### src/rtl/phase_marker_injector.sv
// phase_marker_injector: encodes phase START/END requests into marker words, queues them and
// injects them on a valid/ready port, tracking open phases, illegal requests and injection stalls.
module phase_marker_injector #(
    parameter int DEPTH   = 4,
    parameter int TIMEOUT = 1024,
    parameter int CNT_W   = 16
) (
    input  logic             clock,
    input  logic             reset,
    input  logic             req_valid,
    output logic             req_ready,
    input  logic [2:0]       req_phase,
    input  logic             req_end,
    output logic             inj_valid,
    input  logic             inj_ready,
    output logic [31:0]      inj_inst,
    output logic [6:0]       open_mask,
    output logic [CNT_W-1:0] issued_cnt,
    output logic             err_pulse,
    output logic [CNT_W-1:0] err_cnt,
    output logic             stall
);

    localparam int AW = $clog2(DEPTH);
    localparam int CW = AW + 1;
    localparam int TW = $clog2(TIMEOUT + 1);

    typedef enum logic [1:0] {S_IDLE, S_WAIT, S_STALLED} st_t;

    logic [AW-1:0]    wr_q, wr_d, rd_q, rd_d;
    logic [CW-1:0]    cnt_q, cnt_d;
    logic [31:0]      mem_q [DEPTH];
    logic [31:0]      mem_d [DEPTH];
    logic [6:0]       open_q, open_d;
    logic [CNT_W-1:0] issued_q, issued_d, err_q, err_d;
    logic             err_pulse_q, err_pulse_d;
    st_t              st_q;
    logic [TW-1:0]    timer_q;
    logic             stall_q;
    logic [7:0]       open_ext;
    logic             accept, illegal, push, pop, waiting;
    logic [31:0]      word;

    assign req_ready  = cnt_q != CW'(DEPTH);
    assign inj_valid  = cnt_q != '0;
    assign inj_inst   = inj_valid ? mem_q[rd_q] : '0;
    assign open_mask  = open_q;
    assign issued_cnt = issued_q;
    assign err_cnt    = err_q;
    assign err_pulse  = err_pulse_q;
    assign stall      = stall_q;

    // Phase 7 indexes the padding bit, so it always reads as closed.
    assign open_ext = {1'b0, open_q};
    assign accept   = req_valid && req_ready;
    assign illegal  = (&req_phase) || (req_end != open_ext[req_phase]);
    assign push     = accept && !illegal;
    assign pop      = inj_valid && inj_ready;
    assign waiting  = inj_valid && !inj_ready;
    assign word     = {8'h00, req_phase, req_end, 20'h02013};

    always_comb begin
        mem_d = mem_q;
        if (push) mem_d[wr_q] = word;
        open_d = open_q;
        if (push) open_d[req_phase] = !req_end;
        wr_d        = wr_q + AW'(push);
        rd_d        = rd_q + AW'(pop);
        cnt_d       = cnt_q + CW'(push) - CW'(pop);
        issued_d    = (pop && !(&issued_q)) ? issued_q + CNT_W'(1) : issued_q;
        err_pulse_d = accept && illegal;
        err_d       = (err_pulse_d && !(&err_q)) ? err_q + CNT_W'(1) : err_q;
    end

    always_ff @(posedge clock) begin
        mem_q <= mem_d;
    end

    always_ff @(posedge clock or posedge reset) begin
        if (reset) begin
            wr_q        <= '0;
            rd_q        <= '0;
            cnt_q       <= '0;
            open_q      <= '0;
            issued_q    <= '0;
            err_q       <= '0;
            err_pulse_q <= 1'b0;
        end else begin
            wr_q        <= wr_d;
            rd_q        <= rd_d;
            cnt_q       <= cnt_d;
            open_q      <= open_d;
            issued_q    <= issued_d;
            err_q       <= err_d;
            err_pulse_q <= err_pulse_d;
        end
    end

    // Once stalled, only reset clears the flag; injection itself keeps running.
    always_ff @(posedge clock or posedge reset) begin
        if (reset) begin
            st_q    <= S_IDLE;
            timer_q <= '0;
            stall_q <= 1'b0;
        end else begin
            case (st_q)
                S_IDLE: begin
                    if (waiting) begin
                        st_q    <= S_WAIT;
                        timer_q <= TW'(1);
                    end
                end
                S_WAIT: begin
                    if (!waiting) begin
                        st_q    <= S_IDLE;
                        timer_q <= '0;
                    end else if (timer_q == TW'(TIMEOUT)) begin
                        st_q    <= S_STALLED;
                        stall_q <= 1'b1;
                    end else begin
                        timer_q <= timer_q + TW'(1);
                    end
                end
                S_STALLED: st_q <= S_STALLED;
                default:   st_q <= S_IDLE;
            endcase
        end
    end

endmodule

### config.mk
export PLATFORM = sky130hd
export DESIGN_NAME = phase_marker_injector
export DESIGN_NICKNAME = d
export VERILOG_FILES = /design/src/rtl/phase_marker_injector.sv
export SDC_FILE = /design/constraint.sdc
export NUM_CORES = 1
export LEC_CHECK = 0
export CELL_PAD_IN_SITES_DETAIL_PLACEMENT = 0
export CELL_PAD_IN_SITES_GLOBAL_PLACEMENT = 1
export CORE_AREA = 2 2 74 146
export CTS_CLUSTER_DIAMETER = 150
export DETAILED_ROUTE_END_ITERATION = 8
export DIE_AREA = 0 0 76 148
export PLACE_DENSITY_LB_ADDON = 0.05
export SLEW_MARGIN = 20
export SYNTH_ARGS = -nofsm -noshare
export SYNTH_HDL_FRONTEND = slang
export SYNTH_SLANG_ARGS = --single-unit
### constraint.sdc
create_clock -name clock -period 3.51 [get_ports clock]
set_input_delay 0.351 -clock clock [delete_from_list [all_inputs] [get_ports clock]]
set_output_delay 0.351 -clock clock [all_outputs]
set_load 0.01 [all_outputs]
==> results of run 1 <==
layout by cell type, fill, tap and decap left out, types with 2 or more instances in the layout:
| cell | instances |
|---|---|
| xnor2_1 | 23 |
| dfrtp_1 | 61 |
| nor4_2 | 5 |
| nor4_1 | 4 |
| nand4_1 | 12 |
| bufinv_16 | 2 |
| o21ai_0 | 4 |
| clkinvlp_4 | 3 |
| nor2_1 | 21 |
| inv_2 | 3 |
| o21ai_1 | 3 |
| and3_1 | 10 |
| a21oi_1 | 3 |
| nand2_1 | 22 |
| clkdlybuf4s50_1 | 58 |
| nor3b_1 | 2 |
| inv_1 | 16 |
| nand2b_1 | 4 |
| xor2_1 | 16 |
| clkbuf_16 | 9 |
| and2_1 | 7 |
| buf_4 | 9 |
| a31oi_1 | 2 |
| nor3_1 | 9 |
| edfxtp_1 | 16 |
| conb_1 | 24 |
| and4_1 | 4 |
| mux2i_1 | 9 |
| ha_1 | 8 |
| mux2_1 | 3 |
| mux4_2 | 4 |
| nand3_1 | 26 |
| o211ai_1 | 2 |
flip-flops by register name, summed over array words and instances, names as in the netlist:
signal	cells
open_mask	7
timer_q	11
err_pulse	1
mem_q	16
err_cnt	16
rd_q	2
stall	1
wr_q	2
issued_cnt	16
st_q	2
cnt_q	3
per-layer routing:
layer  track usage (%)  vias up  wire [µm]
met2              27.7       43       4530
li1                  -     1307          -
met4              7.18        0        182
met1              15.9     1318       3030
met3              2.81       12        226
met5                 0        -          0
worst max-delay path by stage:
stage / to / slack (ps) / cells past startpoint
4_1_cts: cnt_q[2] / 490 / 12
6_report: cnt_q[2] / 520 / 12
5_1_grt: cnt_q[2] / 320 / 12
2_1_floorplan: cnt_q[2] / 880 / 12
3_3_place_gp: cnt_q[2] / 210 / 12
3_5_place_dp: cnt_q[2] / 140 / 12
cell usage after synthesis, drive strengths merged:
| cell | count | area share (%) |
|---|---|---|
| xor2 | 16 | 3.6 |
| nor2b | 1 | 0.16 |
| and4 | 4 | 0.89 |
| ha | 8 | 2.5 |
| clkbuf | 3 | 0.29 |
| nand4b | 1 | 0.22 |
| nand4 | 12 | 1.9 |
| nand3 | 26 | 3.3 |
| mux2 | 4 | 1.1 |
| nand2 | 22 | 2.1 |
| nand2b | 4 | 0.64 |
| or2 | 1 | 0.22 |
| nor3 | 10 | 1.6 |
| a21oi | 3 | 0.38 |
| o2111ai | 1 | 0.22 |
| o211ai | 2 | 0.38 |
| xnor2 | 23 | 5.1 |
| mux4 | 4 | 2.3 |
| a31oi | 3 | 0.64 |
| a211oi | 1 | 0.32 |
| clkinv | 1 | 0.095 |
| dfrtp | 61 | 39 |
| and3 | 10 | 1.6 |
| nor3b | 3 | 0.70 |
| a41oi | 1 | 0.22 |
| nor4b | 1 | 0.22 |
| a2111oi | 1 | 0.22 |
| mux2i | 10 | 2.9 |
| conb | 1 | 0.095 |
| edfxtp | 16 | 12 |
| nor4 | 9 | 2.2 |
| inv | 19 | 1.8 |
| o21ai | 7 | 0.89 |
| o22ai | 1 | 0.16 |
| fa | 1 | 0.51 |
| or3 | 1 | 0.16 |
| buf | 32 | 6.1 |
| and2 | 7 | 1.1 |
| nor2 | 21 | 2.0 |
stage by stage:
step	total power, mW	hold slack (ps)	util, %	worst slack (ps)
2_1_floorplan	1.93	429	-	876
3_3_place_gp	2.38	450	45.4	207
3_5_place_dp	2.38	458	45.4	141
4_1_cts	3.39	472	48.6	489
5_1_grt	3.55	494	48.6	321
6_report	3.33	472	48.6	515
kinds of logic after synthesis:
kind of cell | after synthesis | share of synthesized area, %
buffers and inverters | 55 | 8.34
XOR/XNOR | 39 | 8.69
other | 1 | 0.0954
flip-flops | 77 | 51.1
AND/OR/NAND/NOR | 133 | 19.0
adder cells (fa/ha/maj) | 9 | 3.06
multiplexers | 18 | 6.30
AO/OA/AOI/OAI | 20 | 3.44
critical path, delay by kind of cell:
kind / cells / cell delay, ps
mux: 2 / 510
simple gates: 1 / 230
compound gates: 2 / 330
fa+ha+maj: 3 / 710
buf+inv: 2 / 790
xor+xnor: 2 / 290
power groups by stage:
stage,logic [mW],registers (mW),clock network (mW)
2_1_floorplan,0.591,1.33,0
3_3_place_gp,1.05,1.34,0
3_5_place_dp,1.05,1.34,0
4_1_cts,1.05,1.32,1.01
5_1_grt,1.14,1.35,1.05
6_report,1.03,1.32,0.981
layout make-up:
class                   instances  area share (%)
well taps                     135            3.45
repair buffers                 67            13.2
inverters                      20            1.53
clock buffers                  10            4.67
clock inverters                 6            1.79
flip-flops and latches         77            41.0
multi-input cells             243            34.4
==> reports/summary.txt, run 1 <==
CRITICAL PATH
-------------------------------------------------------------------------------------------
CP peak stage delay ..........................................................       750 ps
Reg2reg path depth ...........................................................           11
Required time of the critical path ...........................................      3720 ps
Critical register-to-register path endpoint ..................................     cnt_q[2]
Maximum fanout along the worst path ..........................................           12
Cell repeated most along the worst path ......................................         ha_1
List of cells traversed by the critical path ................................. clkdlybuf4s50_1, mux2i_1, o22ai_1, a31oi_2, mux2i_4, nand2b_1, ha_1, inv_1, ha_1, fa_1, xor2_1, xnor2_1
Worst reg2reg path startpoint ................................................ open_mask[1]
Crit Path Class .............................................................. input port to flip-flop
Arrival time of data at the critical path endpoint ...........................      3210 ps
Worst reg2reg setup slack ....................................................       980 ps
Launching element type of the critical path ..................................   input port
Setup crit start ............................................................. req_phase[0]
Critical Path Slowest Stage Cell ............................................. clkdlybuf4s50_1
CP endpoint kind .............................................................    flip-flop

CLOCK NETWORK
-------------------------------------------------------------------------------------------
Clk sink count ...............................................................           77
Post-CTS setup repair buffer count ...........................................            0
Gates resized, CTS repair ....................................................            0
Clock transition at path regs ................................................        60 ps
Clock Tree Buf Depth .........................................................            2
CTS buffer count .............................................................            9
Number of buffers inserted by hold repair at cts .............................            0
CTS tree .....................................................................         done
Level count of the clock H-tree ..............................................            3
Buffer cell driving the clock tree root ......................................    clkbuf_16
Clock latency reported for the late side of the worst-skew pair ..............       330 ps

ROUTE
-------------------------------------------------------------------------------------------
DRC viols ....................................................................            0
Routed wire per std cell .....................................................      14.3 µm
Number of detailed-routing iterations run before antenna repair ..............            4
Total via count after detailed routing .......................................         2680
Number of design-rule violations left by the first detailed-router iteration .           79
Residual antenna-violating net count after detailed routing ..................            0
Routed Wire Length ...........................................................      7.97 mm
Vias per inst ................................................................         4.80

SYNTHESIS
-------------------------------------------------------------------------------------------
Average cell area after synthesis ............................................     11.2 µm²
Post-synthesis sequential area ratio .........................................        51.1%
Count of warnings emitted by yosys ...........................................            0
Total of flip-flops plus latches after synthesis .............................           77
Number of distinct library cells after synthesis .............................           49
Synth Cell Area ..............................................................     3930 µm²
Count of mapped cells out of synthesis .......................................          352

FINAL LAYOUT
-------------------------------------------------------------------------------------------
Storage element area .........................................................     2010 µm²
Total Nets Final .............................................................          435
Ant diodes ...................................................................            0
Non-Filler Cell Area, Final ..................................................     4900 µm²
Layout cell share with drive strength beyond 1 ...............................        10.2%
Area added between synthesis and finish ......................................        24.6%
Number of cells in the finished layout apart from fillers ....................          558
Area used by multi-input combinational logic .................................     1680 µm²
Count of fill cells added during filler insertion ............................          964

PLACEMENT
-------------------------------------------------------------------------------------------
Count of port buffers added during placement .................................           58
Global placement routability congestion ......................................        0.755
Half-perimeter wire length after placement ...................................      5.88 mm
Area post-placement ..........................................................     4580 µm²
Cell total after placement ...................................................          542

DIE
-------------------------------------------------------------------------------------------
Overall die width ............................................................        76 µm
Die Y ........................................................................       148 µm
Effective utilization at floorplan ...........................................        39.0%
Placement row count ..........................................................           52
Placeable core region ........................................................    10100 µm²
Total die area ...............................................................    11200 µm²
Num ports ....................................................................           83

RUN
-------------------------------------------------------------------------------------------
Max Cap Viol .................................................................            0

GRT
-------------------------------------------------------------------------------------------
Initial antenna violation count ..............................................            0
Gr usage total ...............................................................        14.9%
Overall overflow remaining after global route ................................            0
Via count of the first global-routing pass ...................................         2684
Maximum number of pins on one net before global-route repair .................           62
Global-route wire length before repair .......................................      13.1 mm

TIMING
-------------------------------------------------------------------------------------------
Period utilization ...........................................................        85.3%
Actual slew at the worst max-slew pin ........................................       791 ps
Setup violations, final ......................................................            0
Final number of max-transition violations ....................................            0
Headroom to the max-slew limit ...............................................        47.3%
RSZ-0062 raised after global routing .........................................        false
Final hold violation count ...................................................            0
Final critical delay including setup and external delays .....................      2990 ps
Clock tree skew after final layout ...........................................      8.19 ps
Peak Freq ....................................................................      334 MHz
Total Neg Setup Slack ........................................................         0 ps

PWR
-------------------------------------------------------------------------------------------
Pleak ........................................................................      2.03 nW
Maximum resistive drop on vdd ................................................     0.349 mV
Cell Int Power ...............................................................      2.27 mW
Share of total power in the clock network ....................................        29.5%
Reported net switching power .................................................      1.05 mW
Sequential share of power ....................................................        39.6%
Cell area power density ......................................................   679 nW/µm²
Fraction of power spent switching nets .......................................        31.7%
Combinational group share of total power .....................................        30.9%

HOLD PATH
-------------------------------------------------------------------------------------------
Number of stages on the worst hold path ......................................            1
Class of the tightest hold or removal check .................................. flip-flop to flip-flop
Hold-critical path endpoint ..................................................        stall
Min-delay src ................................................................        stall

OUTCOME
-------------------------------------------------------------------------------------------
Status ....................................................................... finished clean

(Power assumes the default switching activity.)
==> run 2, diff against run 1 <==
--- a/config.mk
+++ b/config.mk
@@ -8,11 +8,14 @@
 export CELL_PAD_IN_SITES_DETAIL_PLACEMENT = 0
 export CELL_PAD_IN_SITES_GLOBAL_PLACEMENT = 1
 export CORE_AREA = 2 2 74 146
+export CTS_BUF_LIST = sky130_fd_sc_hd__clkbuf_16
 export CTS_CLUSTER_DIAMETER = 150
 export DETAILED_ROUTE_END_ITERATION = 8
 export DIE_AREA = 0 0 76 148
 export PLACE_DENSITY_LB_ADDON = 0.05
+export SKIP_LAST_GASP = 1
 export SLEW_MARGIN = 20
 export SYNTH_ARGS = -nofsm -noshare
 export SYNTH_HDL_FRONTEND = slang
 export SYNTH_SLANG_ARGS = --single-unit
+export TNS_END_PERCENT = 10
==> run 2 against run 1 <==
Compared with the run above: critical path depth did not move; combinational power barely moved; final area did not move; via count fell by 0.11%; maximum frequency did not move; global-route usage did not move; non-clock buffer count did not move; core utilization did not move; largest cell class unchanged; largest power group unchanged; highest routed layer unchanged.
==> reports/summary.txt, run 2 (same netlist as run 1, synthesis figures left out) <==
OUTCOME
-------------------------------------------------------------------------------------------
Status ....................................................................... finished clean

ROUTE
-------------------------------------------------------------------------------------------
Routed Wire Length ...........................................................      7.98 mm
Residual antenna-violating net count after detailed routing ..................            0
Total via count after detailed routing .......................................         2677
Number of detailed-routing iterations run before antenna repair ..............            4
Number of design-rule violations left by the first detailed-router iteration .           77
Routed wire per std cell .....................................................      14.3 µm
Vias per inst ................................................................         4.80
DRC viols ....................................................................            0

CRITICAL PATH
-------------------------------------------------------------------------------------------
CP Capture Point .............................................................     cnt_q[2]
Critical Path Slowest Stage Cell ............................................. clkdlybuf4s50_1
Critical register-to-register path endpoint ..................................     cnt_q[2]
Reg2reg path depth ...........................................................           11
Worst reg2reg path startpoint ................................................ open_mask[1]
CP peak stage delay ..........................................................       750 ps
Critical path buffers and inverters ..........................................            2
Required time of the critical path ...........................................      3720 ps
Worst reg2reg setup slack ....................................................       980 ps
CP endpoint kind .............................................................    flip-flop
Family with the most delay on the worst path ................................. buffers and inverters
List of cells traversed by the critical path ................................. clkdlybuf4s50_1, mux2i_1, o22ai_1, a31oi_2, mux2i_4, nand2b_1, ha_1, inv_1, ha_1, fa_1, xor2_1, xnor2_1
Maximum fanout along the worst path ..........................................           12
Critical path depth ..........................................................           12
Setup crit start ............................................................. req_phase[0]
Crit Path Class .............................................................. input port to flip-flop
Arrival time of data at the critical path endpoint ...........................      3210 ps
Launching element type of the critical path ..................................   input port
Cell repeated most along the worst path ......................................         ha_1

FINAL LAYOUT
-------------------------------------------------------------------------------------------
Area added between synthesis and finish ......................................        24.6%
Top library cells by usage in the layout, fill and taps aside ................ dfrtp_1 (61), clkdlybuf4s50_1 (58), nand3_1 (26)
Layout cell share with drive strength beyond 1 ...............................        10.2%
Area used by multi-input combinational logic .................................     1680 µm²
Non-Filler Cell Area, Final ..................................................     4900 µm²
Ant diodes ...................................................................            0
Finished Core Util ...........................................................        48.6%
Total Nets Final .............................................................          435
Number of cells in the finished layout apart from fillers ....................          558
Count of fill cells added during filler insertion ............................          964
Storage element area .........................................................     2010 µm²
Most common library cell in the layout ignoring fill and taps ................      dfrtp_1

TIMING
-------------------------------------------------------------------------------------------
Period utilization ...........................................................        85.3%
RSZ-0062 raised after global routing .........................................        false
Hold slack ...................................................................       472 ps
Clock tree skew after final layout ...........................................      8.19 ps
Total Neg Setup Slack ........................................................         0 ps
Final hold violation count ...................................................            0
Crit path setup slack, layout ................................................       515 ps
Setup violations, final ......................................................            0
Final number of max-transition violations ....................................            0
Peak Freq ....................................................................      334 MHz
Headroom to the max-slew limit ...............................................        47.3%
Final critical delay including setup and external delays .....................      2990 ps
Actual slew at the worst max-slew pin ........................................       791 ps

GRT
-------------------------------------------------------------------------------------------
Grt met1 use .................................................................        15.9%
Overall overflow remaining after global route ................................            0
Initial antenna violation count ..............................................            0
Met2 global-route usage ......................................................        27.7%
Global-route wire length before repair .......................................      13.1 mm
Met3 Resource Use GR .........................................................        2.81%
Via count of the first global-routing pass ...................................         2684
Most utilized layer in the global route result ...............................         met2
Gr usage total ...............................................................        14.9%
Maximum number of pins on one net before global-route repair .................           62

HOLD PATH
-------------------------------------------------------------------------------------------
Class of the tightest hold or removal check .................................. flip-flop to flip-flop
Number of stages on the worst hold path ......................................            1

DIE
-------------------------------------------------------------------------------------------
Placement row count ..........................................................           52
Num ports ....................................................................           83
Overall die width ............................................................        76 µm
Effective utilization at floorplan ...........................................        39.0%
Total die area ...............................................................    11200 µm²
Die Y ........................................................................       148 µm
Placeable core region ........................................................    10100 µm²

CLOCK NETWORK
-------------------------------------------------------------------------------------------
Post-CTS setup repair buffer count ...........................................            0
Clock latency reported for the late side of the worst-skew pair ..............       330 ps
Buffer cell driving the clock tree root ......................................    clkbuf_16
Gates resized, CTS repair ....................................................            0
Clock Tree Buf Depth .........................................................            2
Level count of the clock H-tree ..............................................            3
CTS buffer count .............................................................            9
Number of buffers inserted by hold repair at cts .............................            0
CTS tree .....................................................................         done
Clock transition at path regs ................................................        60 ps
Clk sink count ...............................................................           77

PWR
-------------------------------------------------------------------------------------------
Cell area power density ......................................................   679 nW/µm²
Pleak ........................................................................      2.03 nW
Maximum resistive drop on vdd ................................................     0.344 mV
Final Total Pwr ..............................................................      3.32 mW

PLACEMENT
-------------------------------------------------------------------------------------------
Area post-placement ..........................................................     4580 µm²
Global placement routability congestion ......................................        0.755
Cell total after placement ...................................................          542
Half-perimeter wire length after placement ...................................      5.88 mm
Worst slack at placement .....................................................       141 ps
Count of port buffers added during placement .................................           58

RUN
-------------------------------------------------------------------------------------------
Max Cap Viol .................................................................            0

==> run 2: area by class of cell <==
type	instances	area share, %
tap	135	3.45
inverter	20	1.53
sequential	77	41.0
multi-input combinational	243	34.4
clock inverter	7	1.86
timing repair buffer	67	13.2
clock buffer	9	4.60
==> run 2: power breakdown <==
part | switching [mW] | leakage [nW] | internal [mW]
sequential | 0.216 | 0.932 | 1.10
combinational | 0.478 | 0.951 | 0.550
clock | 0.360 | 0.149 | 0.618
total | 1.05 | 2.03 | 2.27
==> run 2: worst min-delay path by stage <==
| stage | from | to |
|---|---|---|
| after CTS | stall | stall |
| after floorplan | inj_ready | st_q[0] |
| final | stall | stall |
| after global routing | stall | stall |
| after global placement | stall | stall |
| after detailed placement | stall | stall |
==> run 2: worst register-to-register path, cell delays in order (launching register included) <==
cell	delay [ps]
dfrtp_1	400
mux2i_1	140
o22ai_1	110
a31oi_2	230
mux2i_4	270
nand2b_1	230
ha_1	150
inv_1	40
ha_1	180
fa_1	380
xor2_1	160
xnor2_1	130
==> run 2: per-layer routing <==
metal | wire length, µm | up-vias
met1 | 3030 | 1315
met4 | 182 | 0
met2 | 4530 | 43
li1 | - | 1307
met5 | 0 | -
met3 | 226 | 12
==> run 3, diff against run 2 <==
--- a/config.mk
+++ b/config.mk
@@ -12,7 +12,7 @@
 export CTS_CLUSTER_DIAMETER = 150
 export DETAILED_ROUTE_END_ITERATION = 8
 export DIE_AREA = 0 0 76 148
-export PLACE_DENSITY_LB_ADDON = 0.05
+export PLACE_DENSITY_LB_ADDON = 0.1
 export SKIP_LAST_GASP = 1
 export SLEW_MARGIN = 20
 export SYNTH_ARGS = -nofsm -noshare
==> run 3 against run 2 <==
Compared with the run above: power is 1.3% lower; first-iteration DRC count is 10% higher; flip-flop and latch count stayed put; maximum frequency is 0.88% higher; clock power is 5.8% lower; die area stayed put; global-route usage is 0.33 points higher; largest cell class unchanged; largest power group unchanged; highest routed layer unchanged.
==> reports/summary.txt, run 3 (same netlist as run 1, synthesis figures left out) <==
CRITICAL PATH
-------------------------------------------------------------------------------------------
Worst reg2reg path startpoint ................................................ open_mask[1]
Arrival time of data at the critical path endpoint ...........................      3180 ps
Setup crit start ............................................................. req_phase[0]
CP endpoint kind .............................................................    flip-flop
Launching element type of the critical path ..................................   input port
Critical Path Slowest Stage Cell ............................................. clkdlybuf4s50_1
Maximum fanout along the worst path ..........................................           11
List of cells traversed by the critical path ................................. clkdlybuf4s50_1, mux2i_1, o22ai_1, a31oi_2, mux2i_4, nand2b_1, ha_1, inv_1, ha_1, fa_1, xor2_1, xnor2_1
Required time of the critical path ...........................................      3720 ps
Crit Path Class .............................................................. input port to flip-flop
Reg2reg path depth ...........................................................           11
CP peak stage delay ..........................................................       720 ps
Cell repeated most along the worst path ......................................         ha_1

RUN
-------------------------------------------------------------------------------------------
Max Cap Viol .................................................................            0

GRT
-------------------------------------------------------------------------------------------
Initial antenna violation count ..............................................            0
Overall overflow remaining after global route ................................            0
Maximum number of pins on one net before global-route repair .................           32
Global-route wire length before repair .......................................      13.6 mm
Gr usage total ...............................................................        15.2%
Via count of the first global-routing pass ...................................         2842

OUTCOME
-------------------------------------------------------------------------------------------
Status ....................................................................... finished clean

CLOCK NETWORK
-------------------------------------------------------------------------------------------
Level count of the clock H-tree ..............................................            3
Clock latency reported for the late side of the worst-skew pair ..............       330 ps
Clk sink count ...............................................................           77
Post-CTS setup repair buffer count ...........................................            0
CTS tree .....................................................................         done
Buffer cell driving the clock tree root ......................................    clkbuf_16
Gates resized, CTS repair ....................................................            0
Clock transition at path regs ................................................        60 ps
Number of buffers inserted by hold repair at cts .............................            0
CTS buffer count .............................................................            9
Clock Tree Buf Depth .........................................................            2

TIMING
-------------------------------------------------------------------------------------------
Final critical delay including setup and external delays .....................      2970 ps
Final number of max-transition violations ....................................            0
Clock tree skew after final layout ...........................................      4.82 ps
Final hold violation count ...................................................            0
Total Neg Setup Slack ........................................................         0 ps
Actual slew at the worst max-slew pin ........................................       672 ps
Period utilization ...........................................................        84.6%
Headroom to the max-slew limit ...............................................        55.1%
Setup violations, final ......................................................            0
RSZ-0062 raised after global routing .........................................        false
Peak Freq ....................................................................      337 MHz
Crit path setup slack, layout ................................................       541 ps

DIE
-------------------------------------------------------------------------------------------
Overall die width ............................................................        76 µm
Placement row count ..........................................................           52
Placeable core region ........................................................    10100 µm²
Effective utilization at floorplan ...........................................        39.0%
Total die area ...............................................................    11200 µm²
Num ports ....................................................................           83
Die Y ........................................................................       148 µm

PWR
-------------------------------------------------------------------------------------------
Cell area power density ......................................................   669 nW/µm²
Final Total Pwr ..............................................................      3.28 mW
Maximum resistive drop on vdd ................................................     0.573 mV
Pleak ........................................................................      2.05 nW

ROUTE
-------------------------------------------------------------------------------------------
Vias per inst ................................................................         4.93
Residual antenna-violating net count after detailed routing ..................            0
Routed wire per std cell .....................................................      14.4 µm
Number of design-rule violations left by the first detailed-router iteration .           85
Number of detailed-routing iterations run before antenna repair ..............            4
DRC viols ....................................................................            0
Routed Wire Length ...........................................................      8.04 mm
Total via count after detailed routing .......................................         2761

FINAL LAYOUT
-------------------------------------------------------------------------------------------
Layout cell share with drive strength beyond 1 ...............................        10.6%
Ant diodes ...................................................................            0
Top library cells by usage in the layout, fill and taps aside ................ dfrtp_1 (61), clkdlybuf4s50_1 (58), nand3_1 (26)
Most common library cell in the layout ignoring fill and taps ................      dfrtp_1
Count of fill cells added during filler insertion ............................          989
Finished Core Util ...........................................................        48.6%
Number of cells in the finished layout apart from fillers ....................          560
Area added between synthesis and finish ......................................        24.7%
Total Nets Final .............................................................          437

PLACEMENT
-------------------------------------------------------------------------------------------
Count of port buffers added during placement .................................           58
Cell total after placement ...................................................          544
Half-perimeter wire length after placement ...................................      6.07 mm
Global placement routability congestion ......................................        0.811
Worst slack at placement .....................................................       174 ps

HOLD PATH
-------------------------------------------------------------------------------------------
Class of the tightest hold or removal check .................................. input port to asynchronous set/reset pin

run 3: changes by cell type in the layout (fill, tap and decap cells not counted):
cell,before,now
clkbuf_16,9,11
clkinvlp_4,3,0
inv_6,0,1
clkinv_4,0,1
clkinv_2,1,2
buf_4,9,11
bufinv_16,2,0
run 3: final timing paths:
kind | slack (ps) | to
worst max register to register | 980 | cnt_q[2]
max in group asynchronous | 2350 | timer_q[9]
worst min register to register | 460 | stall
worst max-delay path | 540 | cnt_q[2]
worst min-delay path | 450 | err_cnt[9]
min in group clock | 460 | stall
run 3: stage by stage:
step,hold WS [ps],cell area [µm²]
after global routing,508,4900
after floorplan,429,4020
after CTS,469,4900
after global placement,452,4600
final,447,4900
after detailed placement,452,4600
run 3: layout make-up:
| type | count | area (µm²) | share of cell area [%] |
|---|---|---|---|
| repair buffers | 69 | 663 | 13.5 |
| clock buffers | 11 | 275 | 5.61 |
| inverters | 20 | 75.1 | 1.53 |
| clock inverters | 5 | 31.3 | 0.638 |
| multi-input cells | 243 | 1680 | 34.3 |
| flip-flops and latches | 77 | 2010 | 40.9 |
| well taps | 135 | 169 | 3.44 |
run 3: where the power goes:
part           internal (mW)  switching [mW]
Combinational          0.555           0.488
Clock                  0.563           0.357
Sequential              1.10           0.214
run 3: layer usage:
| metal | GRT usage (%) | vias up | wire length, µm |
|---|---|---|---|
| met5 | 0 | - | 0 |
| met1 | 15.7 | 1378 | 2960 |
| met3 | 3.30 | 8 | 292 |
| met4 | 6.45 | 0 | 130 |
| li1 | - | 1316 | - |
| met2 | 29.1 | 59 | 4660 |
run 3: critical path, delay by kind of cell:
family	cells	cell delay, ps
fa+ha+maj	3	700
buf+inv	2	760
compound gates	2	330
mux	2	500
simple gates	1	230
xor+xnor	2	290
